===== src/rtl/seq_tx.sv =====
// seq_tx: serializes a PAT_W-bit pattern MSB first, rpt copies back to back,
// then pulses done for one cycle. Optional macro SEQ_TX_PARITY_EN appends an
// even-parity bit after every copy.
module seq_tx #(
   parameter int unsigned PAT_W = 4,
   parameter int unsigned CNT_W = 8
) (
   input  logic             clk,
   input  logic             reset,
   input  logic             start,
   input  logic             abort,
   input  logic [PAT_W-1:0] pattern,
   input  logic [CNT_W-1:0] rpt,
   output logic             dout,
   output logic             valid,
   output logic             busy,
   output logic             done
);

   localparam int unsigned BIT_W = (PAT_W > 1) ? $clog2(PAT_W) : 1;

   localparam logic [1:0] IDLE = 2'd0;
   localparam logic [1:0] SEND = 2'd1;
`ifdef SEQ_TX_PARITY_EN
   localparam logic [1:0] PAR  = 2'd2;
`endif
   localparam logic [1:0] DONE = 2'd3;

   logic [1:0]       state, state_n;
   logic [PAT_W-1:0] shreg, shreg_n;
   logic [PAT_W-1:0] pat_q, pat_n;
   logic [BIT_W-1:0] bitcnt, bitcnt_n;
   logic [CNT_W-1:0] cpycnt, cpycnt_n;
   logic             dout_n, valid_n, busy_n, done_n;

   // Next-state and next-output logic; outputs are registered with the state
   // so they always reflect the state being entered.
   always_comb begin
      state_n  = state;
      shreg_n  = shreg;
      pat_n    = pat_q;
      bitcnt_n = bitcnt;
      cpycnt_n = cpycnt;
      dout_n   = 1'b0;
      valid_n  = 1'b0;
      busy_n   = 1'b0;
      done_n   = 1'b0;
      case (state)
         IDLE: begin
            if (start) begin
               pat_n    = pattern;
               shreg_n  = pattern;
               cpycnt_n = rpt;
               bitcnt_n = '0;
               busy_n   = 1'b1;
               if (rpt != '0) begin
                  state_n = SEND;
                  dout_n  = pattern[PAT_W-1];
                  valid_n = 1'b1;
               end else begin
                  state_n = DONE;
                  done_n  = 1'b1;
               end
            end
         end
         SEND: begin
            if (abort) begin
               state_n = IDLE;
            end else if (bitcnt != BIT_W'(PAT_W-1)) begin
               shreg_n  = {shreg[PAT_W-2:0], 1'b0};
               bitcnt_n = bitcnt + BIT_W'(1);
               dout_n   = shreg[PAT_W-2];
               valid_n  = 1'b1;
               busy_n   = 1'b1;
            end else begin
               // last bit of a copy is on the line; the copy is finished
               cpycnt_n = cpycnt - CNT_W'(1);
               busy_n   = 1'b1;
`ifdef SEQ_TX_PARITY_EN
               state_n  = PAR;
               dout_n   = ^pat_q;
               valid_n  = 1'b1;
`else
               if (cpycnt != CNT_W'(1)) begin
                  state_n  = SEND;
                  shreg_n  = pat_q;
                  bitcnt_n = '0;
                  dout_n   = pat_q[PAT_W-1];
                  valid_n  = 1'b1;
               end else begin
                  state_n = DONE;
                  done_n  = 1'b1;
               end
`endif
            end
         end
`ifdef SEQ_TX_PARITY_EN
         PAR: begin
            if (abort) begin
               state_n = IDLE;
            end else if (cpycnt != '0) begin
               state_n  = SEND;
               shreg_n  = pat_q;
               bitcnt_n = '0;
               dout_n   = pat_q[PAT_W-1];
               valid_n  = 1'b1;
               busy_n   = 1'b1;
            end else begin
               state_n = DONE;
               busy_n  = 1'b1;
               done_n  = 1'b1;
            end
         end
`endif
         DONE: begin
            state_n = IDLE;
         end
         default: begin
            state_n = IDLE;
         end
      endcase
   end

   // State, datapath and output registers with asynchronous reset.
   always_ff @(posedge clk or posedge reset) begin
      if (reset) begin
         state  <= IDLE;
         shreg  <= '0;
         pat_q  <= '0;
         bitcnt <= '0;
         cpycnt <= '0;
         dout   <= 1'b0;
         valid  <= 1'b0;
         busy   <= 1'b0;
         done   <= 1'b0;
      end else begin
         state  <= state_n;
         shreg  <= shreg_n;
         pat_q  <= pat_n;
         bitcnt <= bitcnt_n;
         cpycnt <= cpycnt_n;
         dout   <= dout_n;
         valid  <= valid_n;
         busy   <= busy_n;
         done   <= done_n;
      end
   end

endmodule


===== config.mk =====
export PLATFORM = sky130hd
export DESIGN_NAME = seq_tx
export DESIGN_NICKNAME = d
export VERILOG_FILES = /design/src/rtl/seq_tx.sv
export SDC_FILE = /design/constraint.sdc
export NUM_CORES = 1
export LEC_CHECK = 0
export BUFFER_PORTS_ARGS = -buffer_cell sky130_fd_sc_hd__buf_2
export CORE_AREA = 4 4 57 59
export CTS_BUF_LIST = sky130_fd_sc_hd__clkbuf_8 sky130_fd_sc_hd__clkbuf_16
export DETAILED_ROUTE_END_ITERATION = 10
export DIE_AREA = 0 0 61 63
export PLACE_DENSITY = 0.67
export REMOVE_ABC_BUFFERS = 1
export SLEW_MARGIN = 0
export SYNTH_ARGS = -nofsm -noshare
export SYNTH_HDL_FRONTEND = slang
export SYNTH_SLANG_ARGS = --single-unit

===== constraint.sdc =====
create_clock -name clk -period 4.38 [get_ports clk]
set_clock_uncertainty 0.05 [all_clocks]
set_input_delay 0.438 -clock clk [delete_from_list [all_inputs] [get_ports clk]]
set_output_delay 0.438 -clock clk [all_outputs]
set_load 0.01 [all_outputs]

==> results_dict.tcl, run 1 <==
set metrics [dict create \
    fp.coreArea_um2 2710 \
    drtIter0Drc 41 \
    post_synth.cell_area_avg_um2 10.4 \
    layout_common_cells "dfrtp_1, buf_2, nor2_1" \
    grt-ovfl-total 0 \
    drtAntennaViolNets 0 \
    cts_tree "done" \
    fin_tns_setup_ps 0 \
    cts_htree_levels 1 \
    async_flop_share 1.00 \
    yosys.area.top_type "dfrtp_1" \
    vias 1022 \
    fp.dieH_um 63 \
    rsz0062_at_grt "false" \
    ys.flop_type "dfrtp_1" \
    antenna_found_initial 0 \
    clock_path_buffers 2 \
    postCtsSetupBuffers 0 \
    synth_edf_count 0 \
    layout_min_cycle_time_ps 1820 \
    dieWidth_um 61 \
    synthCells 127 \
    crit_path_max_fanout 9 \
    start_util 0.485 \
    fin_crit_sh 0.415 \
    slew_violations 0 \
    crit_path_end_kind "register" \
    worstPathArrival_ps 1950 \
    synth_seq_cells 23 \
    firstDrtPassIters 4 \
    outcome "finished, final reports clean" \
    critPathKind "register to register" \
    slew_headroom 0.431 \
    crit_slowest_cell "or3b_1" \
    synth_top_area_share 0.438 \
    clk_pin_slew_worst_paths_ps 80 \
    critPathBufInv 0 \
    ys_warn_count 0 \
    track_usage 0.161 \
    drive_above_1_share 0.283 \
    synth-seq-area-share 0.438 \
    clock_latency_ps 260 \
    synthTopCellsByArea "dfrtp_1, mux2i_1, a21oi_1" \
    final_common_cell "dfrtp_1" \
    fin_hold_ws_ps 291 \
    syn_area_um2 1320 \
    max_freq_mhz 550 \
    p_per_area_nw_per_um2 515 \
    die_area_um2 3840 \
    cp_cell_sequence "ha_1 > or3b_1 > o211a_2 > o21ai_0 > o2bb2ai_1" \
    fin_total_pwr_uw 753 \
    worst-slew-pin-transition_ps 853 \
    hold_viol 0 \
    stdcell_count 176 \
    final_nets 165 \
    postCtsHoldBufs 0 \
    grt_pass1_wl_um 4710 \
    core.rowCount 19 \
    drc 0 \
    ctsResizeCount 0 \
    grt_pass1_vias 1012 \
    dp_cells 172 \
    setup_viol 0 \
    required_ps 4510 \
    viasPerCell 5.81 \
    antenna_cells 0 \
    maxCapViolCount 0 \
    post-dp-hpwl_um 2030 \
    critPathLaunchType "register" \
    design.portCount 20 \
    grt_max_degree 24 \
    min_path_type "input pin to async pin" \
    wl_per_cell_um 15.6 \
    ir_worst_vdd_mv 0.325 \
    layout-area-overhead-vs-synth_pct 11.2 \
    p_leak_uw 0.000670 \
    clockRootBuffer "clkbuf_8" \
    netlist-cell-type-count 42 \
    cpLargestDelayFamily "compound AO/OA/AOI/OAI gates" \
    drt-total-wl_um 2750 \
    critPathMaxStageDelay_ps 450 \
    portBuffers 19 \
    cts.sinks 23 \
    gp_congestion 0.913 \
    numCtsBuffers 3 \
]
-- power breakdown --
part	internal, uW	total [uW]	switching (uW)
clock network	62.5	128	65.3
logic	125	274	149
registers	282	351	69.8
total	469	753	284
-- state kept, by name, summed over array words and instances, names as in the netlist --
register and count:
busy 1, shreg 3, bitcnt 2, pat_q 4, done 1, state 2, valid 1, cpycnt 8
dout 1
-- kinds of logic (layout without fill, tap and decap cells) --
group,Yosys count,count (layout),synth area share
mux,12,12,0.103
buf+inv,13,31,0.0466
flops,23,23,0.438
simple gates,40,40,0.182
fa+ha+maj,3,3,0.0285
compound gates,36,36,0.203
-- routing by layer --
layer,GRT usage,share of wire
met1,0.238,0.45
met2,0.229,0.47
met3,0.0269,0.056
met4,0.0650,0.019
met5,0,0
-- final cells by class --
| cell class | instances | area, um2 |
|---|---|---|
| Tap cell | 31 | 38.8 |
| Clock inverter | 1 | 3.75 |
| Fill cell | 259 | 1250 |
| Clock buffer | 3 | 41.3 |
| Sequential cell | 23 | 576 |
| Inverter | 8 | 30.0 |
| Timing Repair Buffer | 19 | 95.1 |
| Multi-Input combinational cell | 91 | 678 |
-- worst paths after layout --
| check | startpoint | to | slack [ps] | cells after the start |
|---|---|---|---|---|
| max in group asynchronous | reset | valid | 3460 | 2 |
| min reg2reg | pat_q[1] | pat_q[1] | 470 | 1 |
| min | reset | bitcnt[1] | 290 | 2 |
| max | bitcnt[0] | cpycnt[6] | 2560 | 5 |
| min in group clk | abort | done | 370 | 2 |
| max reg2reg | bitcnt[0] | cpycnt[6] | 2560 | 5 |
-- cell usage after synthesis (2+ instances only) --
cell and number:
o21ai_1 3, buf_2 4, nor3_1 2, mux2_2 4, o21a_1 2, mux2_4 2, inv_1 8, a21oi_1 9
nor2_1 12, or3b_1 2, nor4_1 3, o21ai_0 5, ha_1 3, nand2_1 8, o2bb2ai_1 4, mux2i_1 6
and2b_2 2, nand3_1 2, dfrtp_1 23
-- stage by stage --
step,cell area [um2],util,setup slack [ps]
after detailed placement,1420,0.523,2590
after CTS,1460,0.540,2560
after global placement,1420,0.523,2640
after global routing,1460,0.540,2480
final,1460,0.540,2560
after floorplan,1280,-,2710
Note: power is estimated with default switching activity, not from simulation.
==> inputs of run 2 (changes only) <==
ABC_AREA = 1   (was unset)
CORE_AREA = 4 4 58 60   (was 4 4 57 59)
DIE_AREA = 0 0 62 64   (was 0 0 61 63)
PLACE_DENSITY = 0.66   (was 0.67)
clock period = 1.7 ns   (was 4.38 ns; I/O delays follow)
==> run 2 against run 1 <==
  * Design area grew 6.2%
  * Synthesized area rose by 3.2%
  * Final cell count up 39%
  * Worst hold slack worse by 230 ps
  * Synthesized cell count increased by 48%
  * Sequential cell count is the same
  * Via count is 18% higher
  * Critical path depth increased by 2
  * Power rose to 2.7 times the previous value
  * Maximum frequency up 17%
  * Largest cell class unchanged
==> results_dict.tcl, run 2 <==
set metrics [dict create \
    numCtsBuffers 3 \
    reg2reg_slack_ps 150 \
    drc 0 \
    rsz0062_at_grt "false" \
    clock_path_buffers 2 \
    p_per_area_nw_per_um2 1300 \
    clk_pin_slew_worst_paths_ps 90 \
    multi_input_area_um2 677 \
    design.portCount 20 \
    crit_path_max_fanout 6 \
    antenna_found_initial 0 \
    min_path_type "input pin to register" \
    hp-start "pattern[2]" \
    reg.largest.list "cpycnt (8), pat_q (4), shreg (3)" \
    synth_most_common_cell "nand2_1" \
    synthTopCellsByArea "dfrtp_1, nand2_1, nand3_1" \
    die_area_um2 3970 \
    setup_viol 0 \
    fin_crit_sh 0.913 \
    synth_seq_cells 23 \
    r2r_cells 7 \
    design_area_um2 1550 \
    hold_path_end "pat_q[2]" \
    final_common_cell "nand2_1" \
    postLayoutSetupSlackWorst_ps 148 \
    crit_top_cell "nand2_1" \
    ir_worst_vdd_mv 0.673 \
    synthCells 188 \
    cp_cell_sequence "nor2_1 > nand2_1 > nor2_2 > nand3_2 > nand2_2 > nand2_1 > nand2_1" \
    final_nets 232 \
    worst-slew-pin-transition_ps 295 \
    drive_above_1_share 0.179 \
    drtIter0Drc 68 \
    slew_violations 0 \
    p_leak_uw 0.000843 \
    grt_pass1_vias 1071 \
    holdPathStages 3 \
    r2r-end "shreg[2]" \
    ys.flop_type "dfrtp_1" \
    fin_util 0.531 \
    firstDrtPassIters 4 \
    cts.sinks 23 \
    antenna_cells 0 \
    drt-total-wl_um 2850 \
    layout_min_cycle_time_ps 1550 \
    ctsResizeCount 0 \
    fp.coreArea_um2 2930 \
    grt-ovfl-total 0 \
    netlist-cell-type-count 21 \
    place_ws_ps 169 \
    post-dp-hpwl_um 2190 \
    critPathLaunchType "register" \
    portBuffers 19 \
    clockRootBuffer "clkbuf_8" \
    synth_top_area_share 0.424 \
    layout-area-overhead-vs-synth_pct 14.5 \
    largest_reg_flops 8 \
    synth_edf_count 0 \
    worstPathArrival_ps 1710 \
    post_dp_cell_area_um2 1500 \
    fin_tns_setup_ps 0 \
    fin_hold_ws_ps 64.4 \
    required_ps 1850 \
    async_flop_share 1.00 \
    gp_congestion 0.837 \
    core.rowCount 20 \
    syn_area_um2 1360 \
    viasPerCell 4.92 \
    dieWidth_um 62 \
    seq_area_um2 576 \
    cts_htree_levels 1 \
    hold_viol 0 \
    crit_path_end_kind "register" \
    fillers 293 \
    drtAntennaViolNets 0 \
    r2r-start "cpycnt[2]" \
    track_usage 0.158 \
    vias 1205 \
    wl_per_cell_um 11.6 \
    ys_warn_count 0 \
    slew_headroom 0.803 \
    grt_max_degree 24 \
    synth_common_cells "nand2_1, dfrtp_1, inv_1, nor2_1, nand3_1" \
    layout_common_cells "nand2_1, dfrtp_1, inv_1, nor2_1, buf_2" \
    start_util 0.464 \
    maxCapViolCount 0 \
    cts_tree "done" \
    max_freq_mhz 644 \
    critPathMaxStageDelay_ps 430 \
    clock_latency_ps 260 \
    post_synth.cell_area_avg_um2 7.22 \
    crit_slowest_cell "dfrtp_1" \
    outcome "finished, final reports clean" \
    synth-seq-area-share 0.424 \
    fp.dieH_um 64 \
    yosys.area.top_type "dfrtp_1" \
    grt_pass1_wl_um 4770 \
    largest_register "cpycnt" \
    critPathKind "register to register" \
]
## run 2: layout make-up
class / count / area share
clock buffer: 3 / 0.0266
clock inverter: 1 / 0.00322
inverter: 21 / 0.0507
multi-input combinational: 140 / 0.436
sequential: 23 / 0.370
tap: 33 / 0.0266
timing repair buffer: 24 / 0.0870
## run 2: stage by stage
stage,power (uW),cells
after floorplan,1440,184
after detailed placement,1670,240
after CTS,2020,245
after global placement,1660,240
after global routing,2210,245
final,2020,245
## run 2: cell families after synthesis
logic type,synth area share
AND/OR/NAND/NOR,0.386
AO/OA/AOI/OAI,0.0848
flip-flops,0.424
adder cells (fa/ha/maj),0.0277
buffers and inverters,0.0774
## run 2: worst max-delay path: cells and delay by family (launching register included)
family | cells | cell delay [ps]
DFF | 1 | 430
and+or+nand+nor | 7 | 1020
## run 2: what timing repair did
action,CTS,global route
hold buffers,1,0
buffers inserted,0,0
endpoints found under the hold margin,23,0
## run 2: power by group
part           internal, uW  switching, uW
combinational           309            508
clock                   163            181
sequential              721            136
## run 2: metal layers
layer  GRT usage  vias to the layer above  part of all wire
li1            -                      635                 -
met4      0.0398                        0            0.0067
met5           0                        -                 0
met3      0.0303                        2             0.048
met1       0.223                      543              0.50
met2       0.244                       25              0.45
## run 2: worst max-delay path by stage
stage	start	to	slack (ps)	cells after the start
5_1_grt	state[0]	cpycnt[5]	30	9
2_1_floorplan	state[1]	cpycnt[5]	320	8
3_5_place_dp	state[0]	cpycnt[5]	170	9
3_3_place_gp	state[0]	cpycnt[5]	170	9
4_1_cts	state[0]	cpycnt[5]	150	9
6_report	cpycnt[2]	shreg[2]	150	7
